--- config.mk ---
export PLATFORM = sky130hd
export DESIGN_NAME = regfile_arbiter
export DESIGN_NICKNAME = d
export VERILOG_FILES = /design/src/rtl/regfile_arbiter.sv
export SDC_FILE = /design/constraint.sdc
export NUM_CORES = 1
export LEC_CHECK = 0
export BUFFER_PORTS_ARGS = -buffer_cell sky130_fd_sc_hd__buf_2
export CELL_PAD_IN_SITES_DETAIL_PLACEMENT = 1
export CELL_PAD_IN_SITES_GLOBAL_PLACEMENT = 1
export CORE_MARGIN = 8
export CORE_UTILIZATION = 26
export CTS_BUF_LIST = sky130_fd_sc_hd__clkbuf_16
export CTS_CLUSTER_SIZE = 30
export DETAILED_ROUTE_END_ITERATION = 6
export PLACE_DENSITY_LB_ADDON = 0.1
export SYNTH_ARGS = -nofsm -noshare
export SYNTH_HDL_FRONTEND = slang
export SYNTH_SLANG_ARGS = --single-unit
--- constraint.sdc ---
create_clock -name CLK -period 3.1 [get_ports CLK]
set_input_delay 0.465 -clock CLK [delete_from_list [all_inputs] [get_ports CLK]]
set_output_delay 0.465 -clock CLK [all_outputs]
set_load 0.05 [all_outputs]
--- src/rtl/regfile_arbiter.sv ---
// rtl/regfile_arbiter.sv - two-port arbiter and slot sequencer for the two-phase register file
module regfile_arbiter #(
    parameter int DATA_W       = 16,
    parameter int ADDR_W       = 4,
    parameter int STARVE_LIMIT = 4
) (
    input  logic              CLK,
    input  logic              RESETN,
    input  logic              p0_req,
    output logic              p0_gnt,
    input  logic [ADDR_W-1:0] p0_rega_addr,
    input  logic [ADDR_W-1:0] p0_regb_addr,
    input  logic              p0_wr_en,
    input  logic [ADDR_W-1:0] p0_wr_addr,
    input  logic [DATA_W-1:0] p0_wr_data,
    output logic              p0_rvalid,
    output logic [DATA_W-1:0] p0_rdata_a,
    output logic [DATA_W-1:0] p0_rdata_b,
    input  logic              p1_req,
    output logic              p1_gnt,
    input  logic [ADDR_W-1:0] p1_rega_addr,
    input  logic [ADDR_W-1:0] p1_regb_addr,
    input  logic              p1_wr_en,
    input  logic [ADDR_W-1:0] p1_wr_addr,
    input  logic [DATA_W-1:0] p1_wr_data,
    output logic              p1_rvalid,
    output logic [DATA_W-1:0] p1_rdata_a,
    output logic [DATA_W-1:0] p1_rdata_b,
    output logic [ADDR_W-1:0] rf_rega_addr,
    output logic [ADDR_W-1:0] rf_regb_addr,
    output logic [ADDR_W-1:0] rf_write_addr,
    output logic [DATA_W-1:0] rf_write_data,
    output logic              rf_write_enable,
    input  logic [DATA_W-1:0] rf_rega_data,
    input  logic [DATA_W-1:0] rf_regb_data,
    output logic              busy
);

    localparam int CNT_W = (STARVE_LIMIT < 1) ? 1 : $clog2(STARVE_LIMIT + 1);
    localparam logic [CNT_W-1:0] LIMIT = CNT_W'(STARVE_LIMIT);

    typedef enum logic [1:0] {
        IDLE   = 2'd0,
        SLOT_A = 2'd1,
        SLOT_B = 2'd2
    } state_t;

    state_t            state;
    state_t            state_nxt;
    logic [CNT_W-1:0]  starve_cnt;
    logic              can_grant;
    logic              p1_wins;
    logic              any_gnt;

    logic              lat_owner;
    logic              lat_wr_en;

    logic              cap_vld;
    logic              cap_owner;
    logic              cap_byp_a;
    logic              cap_byp_b;
    logic [DATA_W-1:0] cap_wdata;
    logic [DATA_W-1:0] cap_rdata_a;
    logic [DATA_W-1:0] cap_rdata_b;

    // Grants are only offered at slot boundaries so each slot spans one read and one write edge.
    always_comb begin
        can_grant = RESETN && (state == IDLE || state == SLOT_B);
        p1_wins   = p1_req && (!p0_req || starve_cnt == LIMIT);
        p0_gnt    = can_grant && p0_req && !p1_wins;
        p1_gnt    = can_grant && p1_wins;
        any_gnt   = p0_gnt || p1_gnt;
        state_nxt = state;
        case (state)
            IDLE:    if (any_gnt) state_nxt = SLOT_A;
            SLOT_A:  state_nxt = SLOT_B;
            SLOT_B:  state_nxt = any_gnt ? SLOT_A : IDLE;
            default: state_nxt = IDLE;
        endcase
    end

    always_ff @(posedge CLK) begin
        if (!RESETN) begin
            state      <= IDLE;
            starve_cnt <= '0;
        end else begin
            state <= state_nxt;
            if (!p1_req || p1_gnt) begin
                starve_cnt <= '0;
            end else if (p0_gnt) begin
                starve_cnt <= starve_cnt + 1'b1;
            end
        end
    end

    // The latch registers drive the register file directly and hold when idle.
    always_ff @(posedge CLK) begin
        if (!RESETN) begin
            lat_owner     <= 1'b0;
            lat_wr_en     <= 1'b0;
            rf_rega_addr  <= '0;
            rf_regb_addr  <= '0;
            rf_write_addr <= '0;
            rf_write_data <= '0;
        end else if (any_gnt) begin
            lat_owner     <= p1_gnt;
            lat_wr_en     <= p1_gnt ? p1_wr_en     : p0_wr_en;
            rf_rega_addr  <= p1_gnt ? p1_rega_addr : p0_rega_addr;
            rf_regb_addr  <= p1_gnt ? p1_regb_addr : p0_regb_addr;
            rf_write_addr <= p1_gnt ? p1_wr_addr   : p0_wr_addr;
            rf_write_data <= p1_gnt ? p1_wr_data   : p0_wr_data;
        end
    end

    assign busy            = (state != IDLE);
    assign rf_write_enable = lat_wr_en && busy;

    // Slot context is copied out at the end of SLOT_B because the latches may be reloaded there.
    always_ff @(posedge CLK) begin
        if (!RESETN) begin
            cap_vld   <= 1'b0;
            cap_owner <= 1'b0;
            cap_byp_a <= 1'b0;
            cap_byp_b <= 1'b0;
            cap_wdata <= '0;
        end else begin
            cap_vld   <= (state == SLOT_B);
            cap_owner <= lat_owner;
            cap_byp_a <= lat_wr_en && (rf_write_addr == rf_rega_addr);
            cap_byp_b <= lat_wr_en && (rf_write_addr == rf_regb_addr);
            cap_wdata <= rf_write_data;
        end
    end

    assign cap_rdata_a = cap_byp_a ? cap_wdata : rf_rega_data;
    assign cap_rdata_b = cap_byp_b ? cap_wdata : rf_regb_data;

    always_ff @(posedge CLK) begin
        if (!RESETN) begin
            p0_rvalid  <= 1'b0;
            p1_rvalid  <= 1'b0;
            p0_rdata_a <= '0;
            p0_rdata_b <= '0;
            p1_rdata_a <= '0;
            p1_rdata_b <= '0;
        end else begin
            p0_rvalid <= cap_vld && !cap_owner;
            p1_rvalid <= cap_vld && cap_owner;
            if (cap_vld && !cap_owner) begin
                p0_rdata_a <= cap_rdata_a;
                p0_rdata_b <= cap_rdata_b;
            end
            if (cap_vld && cap_owner) begin
                p1_rdata_a <= cap_rdata_a;
                p1_rdata_b <= cap_rdata_b;
            end
        end
    end

endmodule

* Word-level counts from Yosys, hierarchy flattened
Cells that the tools add are included.
Word-level totals: word-level logic and storage cells 58, output and inout port bits 98, input bits 94, register bits 121
Operators by class: equality and inequality tests 6, reduce and logical (&&, ||, !) cells 21, multiplexer cells 10, bitwise gates (word level) 1, $add $sub $neg 1
Operator list (number):
- two-way mux 16 bit | 3
- two-way mux 4 bit | 3
- logical AND 1 bit | 10
- == test 4 bit | 2
- one-hot mux 2 bit (3 select lines) | 1
- logical NOT 1 bit | 4
- logical OR 1 bit | 4
- adder 3 x 1 -> 3 bit, second input constant | 1
- == test 3 bit, second input constant | 1
- == test 2 x 1 -> 1 bit, second input constant | 1
- == test 2 bit, second input constant | 1
- logical NOT 2 bit | 1
- two-way mux 1 bit | 2
- two-way mux 2 bit | 1
- inequality test 2 bit, second input constant | 1
- nonzero test 2 bit | 1
- OR reduction 2 bit | 1
- inverter 1 bit | 1

* Longest topological paths before layout
Gate-level depths: netlist of the first run.
depth in word-level cells 8, depth in mapped cells 7, mapped depth without buffers 5

* Least setup slack after synthesis of the first run
No wires, ideal clock.
path kind register -> output, from register state[0], to output port p0_gnt, required time 2.635 ns, path buffers 3, data arrival time 1.621 ns, cell stages (with the launch flop) 6, path slack 1.014 ns, cell sequence dfxtp_1 -> buf_6 -> nand3b_4 -> buf_2 -> buf_2 -> nor2_1
On the way: word-level cells in the longest chain between the ends 5, elaborated cells between the ends (all ways) 6, classes of those cells 1 x eq/ne; 5 x reduce/logical
Ends and longest elaborated chain:
- start: declaration | line 48 | state_t state;
- start signal: assignment | line 87 | state <= state_nxt;
- == test 2 bit or logical NOT 2 bit (tied branches) | line 68 | can_grant = RESETN && (state == IDLE || state == SLOT_B);
- logical OR 1 bit * | line 68
- logical AND 1 bit * | line 68
- logical AND 1 bit * (2 in a row) | line 70 | p0_gnt = can_grant && p0_req && !p1_wins;
- end: declaration | line 10 | output logic p0_gnt,
Every way passes the cells marked *; elsewhere a longest branch is shown, timed or not.

* Worst setup path in the final report of the first run
Ends and elaborated chain as after synthesis.

==> metrics.txt, run 1 <==
share of async-settable or async-resettable flops after synthesis=0; Final Setup Violations=0; cells on worst reg2reg path=7; die width=155 µm; status=completed; number of distinct library cells after synthesis=40; GR Overflow Total=0; IO Pins=192; part of the power in registers=0.404; Synth Area per Inst=10.6 µm²; Worst Path Max Fanout=23; FP Rows=50; H-tree depth=4; Die Height=155 µm; Initial Utilization=0.267; P_sw=0.00112 W; pwr/cell area=625 mW/mm²; CTS max path bufs=2; Max Clock Freq=0.413 GHz; vias in the first global route=4,694; CP cell instances=nand3b_4 > nor2_1 > buf_2; Core ar.=0.0188 mm²; routed wire length=17.6 mm; CP max stage delay=0.70 ns; CP arrival=1.96 ns; Layout Skew=0.00808 ns; Layout Utilization=0.357; final hold vios=0; Synth area leader=dfxtp_1; r2r endpoint=rf_write_data[2]$_SDFFE_PN0N_; Post-CTS Setup Inserts=0; clock share of power=0.456; Synth area leaders=dfxtp_1, o211a_1, nand2_1, mux2i_1, mux2_4; vias per cell=4.69; total die area=0.0239 mm²; most numerous cell in the Yosys netlist=dfxtp_1; Setup crit end=p0_gnt; Startpoint Class=flop; leakage=3.82 nW; vias=4,194; HP Class=in2reg; Num CTS Buffers=17; cell area after synthesis=0.00500 mm²; first-pass GRT wire length=27.4 mm; final number of max-transition violations=0; Mapped Cells=471; synth warn=0; Clock transition at path regs=0.05 ns; Root Driver=clkbuf_16; register bit total from synthesis=121; CTS tree=done; Fin Setup TNS=0 ns; post-DP HPWL=13.6 mm; cts hold-fix bufs=0; EDFF count, synth=0; Skew-Pair Late Insertion Delay=0.41 ns; PortBufs=191; worst path required time=2.63 ns; largest net degree at the start of global routing=63; Max-Cap Viols=0; Detail Route Antenna Nets=0; crit path from=state[0]$_SDFFE_PN0P_; Sw Ratio=0.267; Reg-to-Reg Start=starve_cnt[0]$_SDFFE_PP0P_; routed len/inst=19.7 µm; Antenna Cells=0; drt first pass iters=4; final period utilization=0.781; clock sink count=121; gp weighted congestion=0.766; Final Power=0.00419 W; cell internal pwr=0.00307 W; slowest CP cell=dfxtp_1; Worst slew margin=0.479; NumNets Final=745; commonest cells in the netlist=dfxtp_1, nand2_1, o211a_1, mux2i_1, and2_1; most common flop cell mapped by yosys=dfxtp_1; Worst Setup End Kind=primary output; Residual DRC=0; fin crit period=2.42 ns; share of cells above drive strength 1=0.402; drt first-iter violations=135; unrepaired setup endpoints after global routing=false; Worst Max-Slew Pin Slew=0.781 ns; share of the synthesized area in the top cell type=0.484; proportion of power drawn by combinational gates=0.140; Worst VDD drop=0.000347 V; sequential share of the synthesized area=0.484; Hold Path Depth=2; GRT Total Usage=0.149; Synth-to-Final Area Change=33.8%; # resized after CTS=0; Reg2Reg Setup Slack=0.95 ns; initial antenna violation count=2; Net Count, Synth=567; crit path kind=reg2out
## per-stage QoR
stage	hold slack [ns]	setup WS, ns	std cells	area, µm²
4_1_cts	0.265	0.640	894	6700
6_report	0.286	0.679	894	6700
3_3_place_gp	0.419	0.939	864	6130
2_1_floorplan	0.397	1.01	471	5000
3_5_place_dp	0.422	0.867	864	6130
5_1_grt	0.269	0.531	894	6700
## state kept, by name, summed over array words and instances (netlist names), 2 cells and up
signal and count:
cap_wdata 16, p0_rdata_a 16, p0_rdata_b 16, p1_rdata_a 16
p1_rdata_b 16, rf_write_data 16, rf_rega_addr 4, rf_regb_addr 4
rf_write_addr 4, starve_cnt 3, state 2
## power groups by stage
stage	clock [W]	sequential [W]	combinational, W
6_report	0.00191	0.00169	0.000586
5_1_grt	0.00205	0.00170	0.000626
4_1_cts	0.00197	0.00169	0.000595
3_5_place_dp	0	0.00173	0.000593
3_3_place_gp	0	0.00172	0.000586
2_1_floorplan	0	0.00188	0.000243
## cell usage in the layout (no fill, tap or decap), drive strengths merged, types with 2 or more instances in the layout
| cell type | synthesis | final |
|---|---|---|
| a21boi | 2 | 2 |
| a21oi | 3 | 3 |
| a31oi | 12 | 12 |
| and2 | 21 | 21 |
| and3 | 2 | 2 |
| buf | 23 | 200 |
| bufinv | 0 | 3 |
| clkbuf | 18 | 17 |
| clkinv | 0 | 8 |
| dfxtp | 121 | 121 |
| ha | 2 | 2 |
| inv | 8 | 9 |
| mux2 | 33 | 33 |
| mux2i | 33 | 33 |
| nand2 | 93 | 93 |
| nand3b | 3 | 3 |
| nor2 | 2 | 2 |
| o211a | 64 | 64 |
| o21ai | 2 | 2 |
| o41ai | 12 | 12 |
| xor2 | 3 | 3 |
## cells by family after synthesis
family | share of synthesized area
simple gates | 0.118
flops | 0.484
compound gates | 0.183
mux | 0.155
buf+inv | 0.0480
xor+xnor | 0.00700
fa+ha+maj | 0.00500
## critical path: cells and delay by family (launching register included)
| kind | cells | cell delay, ns |
|---|---|---|
| buffers and inverters | 1 | 0.23 |
| AND/OR/NAND/NOR | 2 | 0.61 |
| flip-flops | 1 | 0.70 |
## how the worst min path moves through the flow
stage	startpoint	end
after global placement	state[1]$_SDFFE_PN0P_	state[1]$_SDFFE_PN0P_
after global routing	p1_wr_data[4]	rf_write_data[4]$_SDFFE_PN0N_
after floorplan	state[1]$_SDFFE_PN0P_	state[1]$_SDFFE_PN0P_
final	p1_wr_data[11]	rf_write_data[11]$_SDFFE_PN0N_
after detailed placement	state[1]$_SDFFE_PN0P_	state[1]$_SDFFE_PN0P_
after CTS	p1_wr_data[11]	rf_write_data[11]$_SDFFE_PN0N_
## per-layer routing
layer,global-route usage,wire (µm)
met4,0.0411,159
met5,0,18
met3,0.0474,1040
met2,0.246,8400
met1,0.183,8000
## cell type report
cell class,count,area (µm²)
fill,2179,12100
timing repair buffer,200,1040
clock inverter,13,138
inverter,8,30.0
multi-input combinational,301,2350
clock buffer,17,425
tap,234,293
sequential,121,2420
(Power assumes the default switching activity.)
==> run 2: changes to the inputs <==
- ABC_AREA: not set -> 1
- clock period: 3.1 -> 2 ns (I/O delays scaled with it)
==> metrics.txt, run 2 <==
clock sink count=121 (unchanged); most common flop cell mapped by yosys=dfxtp_1; busiest metal layer after global routing=met2; dpl cell area=0.00593 mm² (-3.3%); Antenna Cells=0 (unchanged); Synth area leader=dfxtp_1; vias in the first global route=5,191 (+11%); routed wire length=18.5 mm (+4.9%); Synth area leaders=dfxtp_1, nand2_1, o21ai_0, a21oi_1, nand3_1; slowest CP cell=dfxtp_1; drt first pass iters=4 (unchanged); met1 usage=0.197 (+0.0145); routed len/inst=17.8 µm (-9.9%); pre-CTS WS=0.336 ns (-0.530 ns); Net Count, Synth=717 (+26%); FP Rows=49 (-2.0%); Final Setup Violations=0 (unchanged); clock share of power=0.472 (+0.016); gp weighted congestion=0.796 (+4.0%); vias per cell=4.65 (-0.79%); largest net degree at the start of global routing=65 (+3.2%); CTS tree=done; register bit total from synthesis=121 (unchanged); Detail Route Antenna Nets=0 (unchanged); Setup WS post-layout=0.110 ns (-0.568 ns); post-DP HPWL=13.9 mm (+2.1%); PortBufs=191 (unchanged); first-pass GRT wire length=28.6 mm (+4.2%); NumNets Final=896 (+20%); multi-input combinational cell area=0.00193 mm² (-18%); Filler cells=2,239 (+2.8%); worst path required time=1.70 ns (-0.93 ns); EDFF count, synth=0 (unchanged); proportion of power drawn by combinational gates=0.134 (-0.006); sequential share of the synthesized area=0.506 (+0.0214); leakage=3.22 nW (-16%); Startpoint Class=flop; Clock transition at path regs=0.05 ns (about the same); Fin Setup TNS=0 ns (unchanged); status=completed; most frequent cells in the layout=buf_2, nand2_1, dfxtp_1, o21ai_0, a21oi_1; number of distinct library cells after synthesis=29 (-28%); P_sw=0.00175 W (+57%); initial antenna violation count=0 (-2); final number of max-transition violations=0 (unchanged); synth warn=0 (unchanged); final instance area=0.00655 mm² (-2.2%); CP arrival=1.59 ns (-0.37 ns); final period utilization=0.945; GR Overflow Total=0 (unchanged); Worst VDD drop=0.000599 V (+72%); most common cell after layout, fill and taps aside=buf_2; Skew-Pair Late Insertion Delay=0.41 ns (about the same); CP max stage delay=0.38 ns (-0.32 ns); final hold vios=0 (unchanged); total die area=0.0230 mm² (-3.8%); Sw Ratio=0.267 (+0.000494); Reg area=0.00242 mm² (about the same); cell internal pwr=0.00480 W (+56%); IO Pins=192 (unchanged); met2 usage=0.270 (+0.0246); fin crit period=1.89 ns; CP cell instances=inv_1 > ha_1 > nand2_1 > nand2_2 > nand2_4 > nand2_2 > inv_1 > buf_6; most numerous cell in the Yosys netlist=nand2_1; H-tree depth=4 (unchanged); Layout Skew=0.0105 ns (+0.00245 ns); GRT Total Usage=0.161 (+0.0123); cts hold-fix bufs=0 (unchanged); cell area after synthesis=0.00479 mm² (-4.2%); share of cells above drive strength 1=0.300 (-0.101); Worst Path Max Fanout=4 (-83%); Residual DRC=0 (unchanged); unrepaired setup endpoints after global routing=false; part of the power in registers=0.394 (-0.010); CTS max path bufs=2 (unchanged); GRT met3 Usage=0.0451 (-0.00222); vias=4,845 (+16%); commonest cells in the netlist=nand2_1, dfxtp_1, o21ai_0, a21oi_1, inv_1; drt first-iter violations=155 (+15%); die width=152 µm (-1.9%); share of the synthesized area in the top cell type=0.506 (+0.0214); Mapped Cells=621 (+32%); Synth Area per Inst=7.71 µm² (-27%); crit path kind=reg2out; Top delay family on crit path=flip-flops; Synth-to-Final Area Change=36.7%; Worst slew margin=0.684 (+0.205); Initial Utilization=0.266 (-0.000741); Worst Setup End Kind=primary output; Max-Cap Viols=0 (unchanged); WP buf/inv=3 (+2); HP Class=in2reg; Die Height=152 µm (-1.9%); share of async-settable or async-resettable flops after synthesis=0 (unchanged); Worst Max-Slew Pin Slew=0.475 ns (-0.306 ns); Root Driver=clkbuf_16; pwr/cell area=1000 mW/mm² (+60%); Max Clock Freq=0.529 GHz; Num CTS Buffers=17 (unchanged); Core ar.=0.0180 mm² (-4.0%)
[run 2: cell types whose count changed after synthesis, sizes merged, moves of 33 or more]
cell / change
mux2i: -33
o211a: -64
nand3: +52
a21oi: +78
inv: +51
nand2: +40
o21ai: +95
mux2: -33
[run 2: cells by family (layout without fill, tap and decap cells)]
kind of cell / count (synthesis) / after routing / share of synthesized area
compound gates: 184 / 184 / 0.197
simple gates: 208 / 208 / 0.193
buf+inv: 103 / 294 / 0.0938
flops: 121 / 121 / 0.506
xor+xnor: 3 / 3 / 0.00549
fa+ha+maj: 2 / 2 / 0.00522
[run 2: layer usage]
metal / vias to the layer above / wire [µm]
li1: 2418 / -
met1: 2279 / 8300
met4: 0 / 187
met5: - / 0
met2: 135 / 8830
met3: 13 / 1160
[run 2: worst reg2reg max path: stages, from the launching register on]
cell and delay [ns]:
dfxtp_1 0.38, inv_1 0.06, ha_1 0.17, nand2_1 0.07
nand2_2 0.09, nand3_4 0.11, buf_4 0.24, buf_4 0.25
nand2_1 0.08, nand2_1 0.08, a21oi_1 0.07
[run 2: final timing paths]
kind	from	to	slack [ns]	cells past startpoint
worst max register to register	starve_cnt[1]$_SDFFE_PP0P_	rf_rega_addr[0]$_SDFFE_PN0N_	0.28	10
worst max-delay path	starve_cnt[1]$_SDFFE_PP0P_	p0_gnt	0.11	8
worst min register to register	lat_owner$_SDFFE_PN0N_	cap_owner$_SDFF_PN0_	0.43	2
worst min-delay path	p1_wr_data[0]	rf_write_data[0]$_SDFFE_PN0N_	0.11	3
[run 2: power by group through the flow]
| stage | Sequential [W] | Clock, W | Combinational [W] |
|---|---|---|---|
| 4_1_cts | 0.00259 | 0.00316 | 0.000887 |
| 3_5_place_dp | 0.00264 | 0 | 0.000879 |
| 6_report | 0.00258 | 0.00309 | 0.000875 |
| 5_1_grt | 0.00260 | 0.00326 | 0.000951 |
| 3_3_place_gp | 0.00264 | 0 | 0.000867 |
| 2_1_floorplan | 0.00288 | 0 | 0.000327 |
[run 2: cell type report]
class,instances,share of cell area
Sequential cell,121,0.370
Multi-Input combinational cell,397,0.295
Timing Repair Buffer,204,0.166
Clock buffer,17,0.0650
Tap cell,229,0.0438
Inverter,59,0.0342
Clock inverter,14,0.0254
[run 2: timing repair]
item | CTS | global route
pin swaps | 0 | 0
setup buffers | 1 | 0
endpoints found under the setup margin | 2 | 1
cloned | 0 | 0
resized for setup | 4 | 3
[run 2: through the flow]
stage               hold slack (ns)  total power [W]  cells  utilization
floorplan                     0.400          0.00321    621            -
global placement              0.415          0.00350   1009        0.329
detailed placement            0.422          0.00352   1009        0.329
CTS                          0.0927          0.00664   1041        0.363
global route                  0.104          0.00681   1041        0.363
finish                        0.108          0.00655   1041        0.363
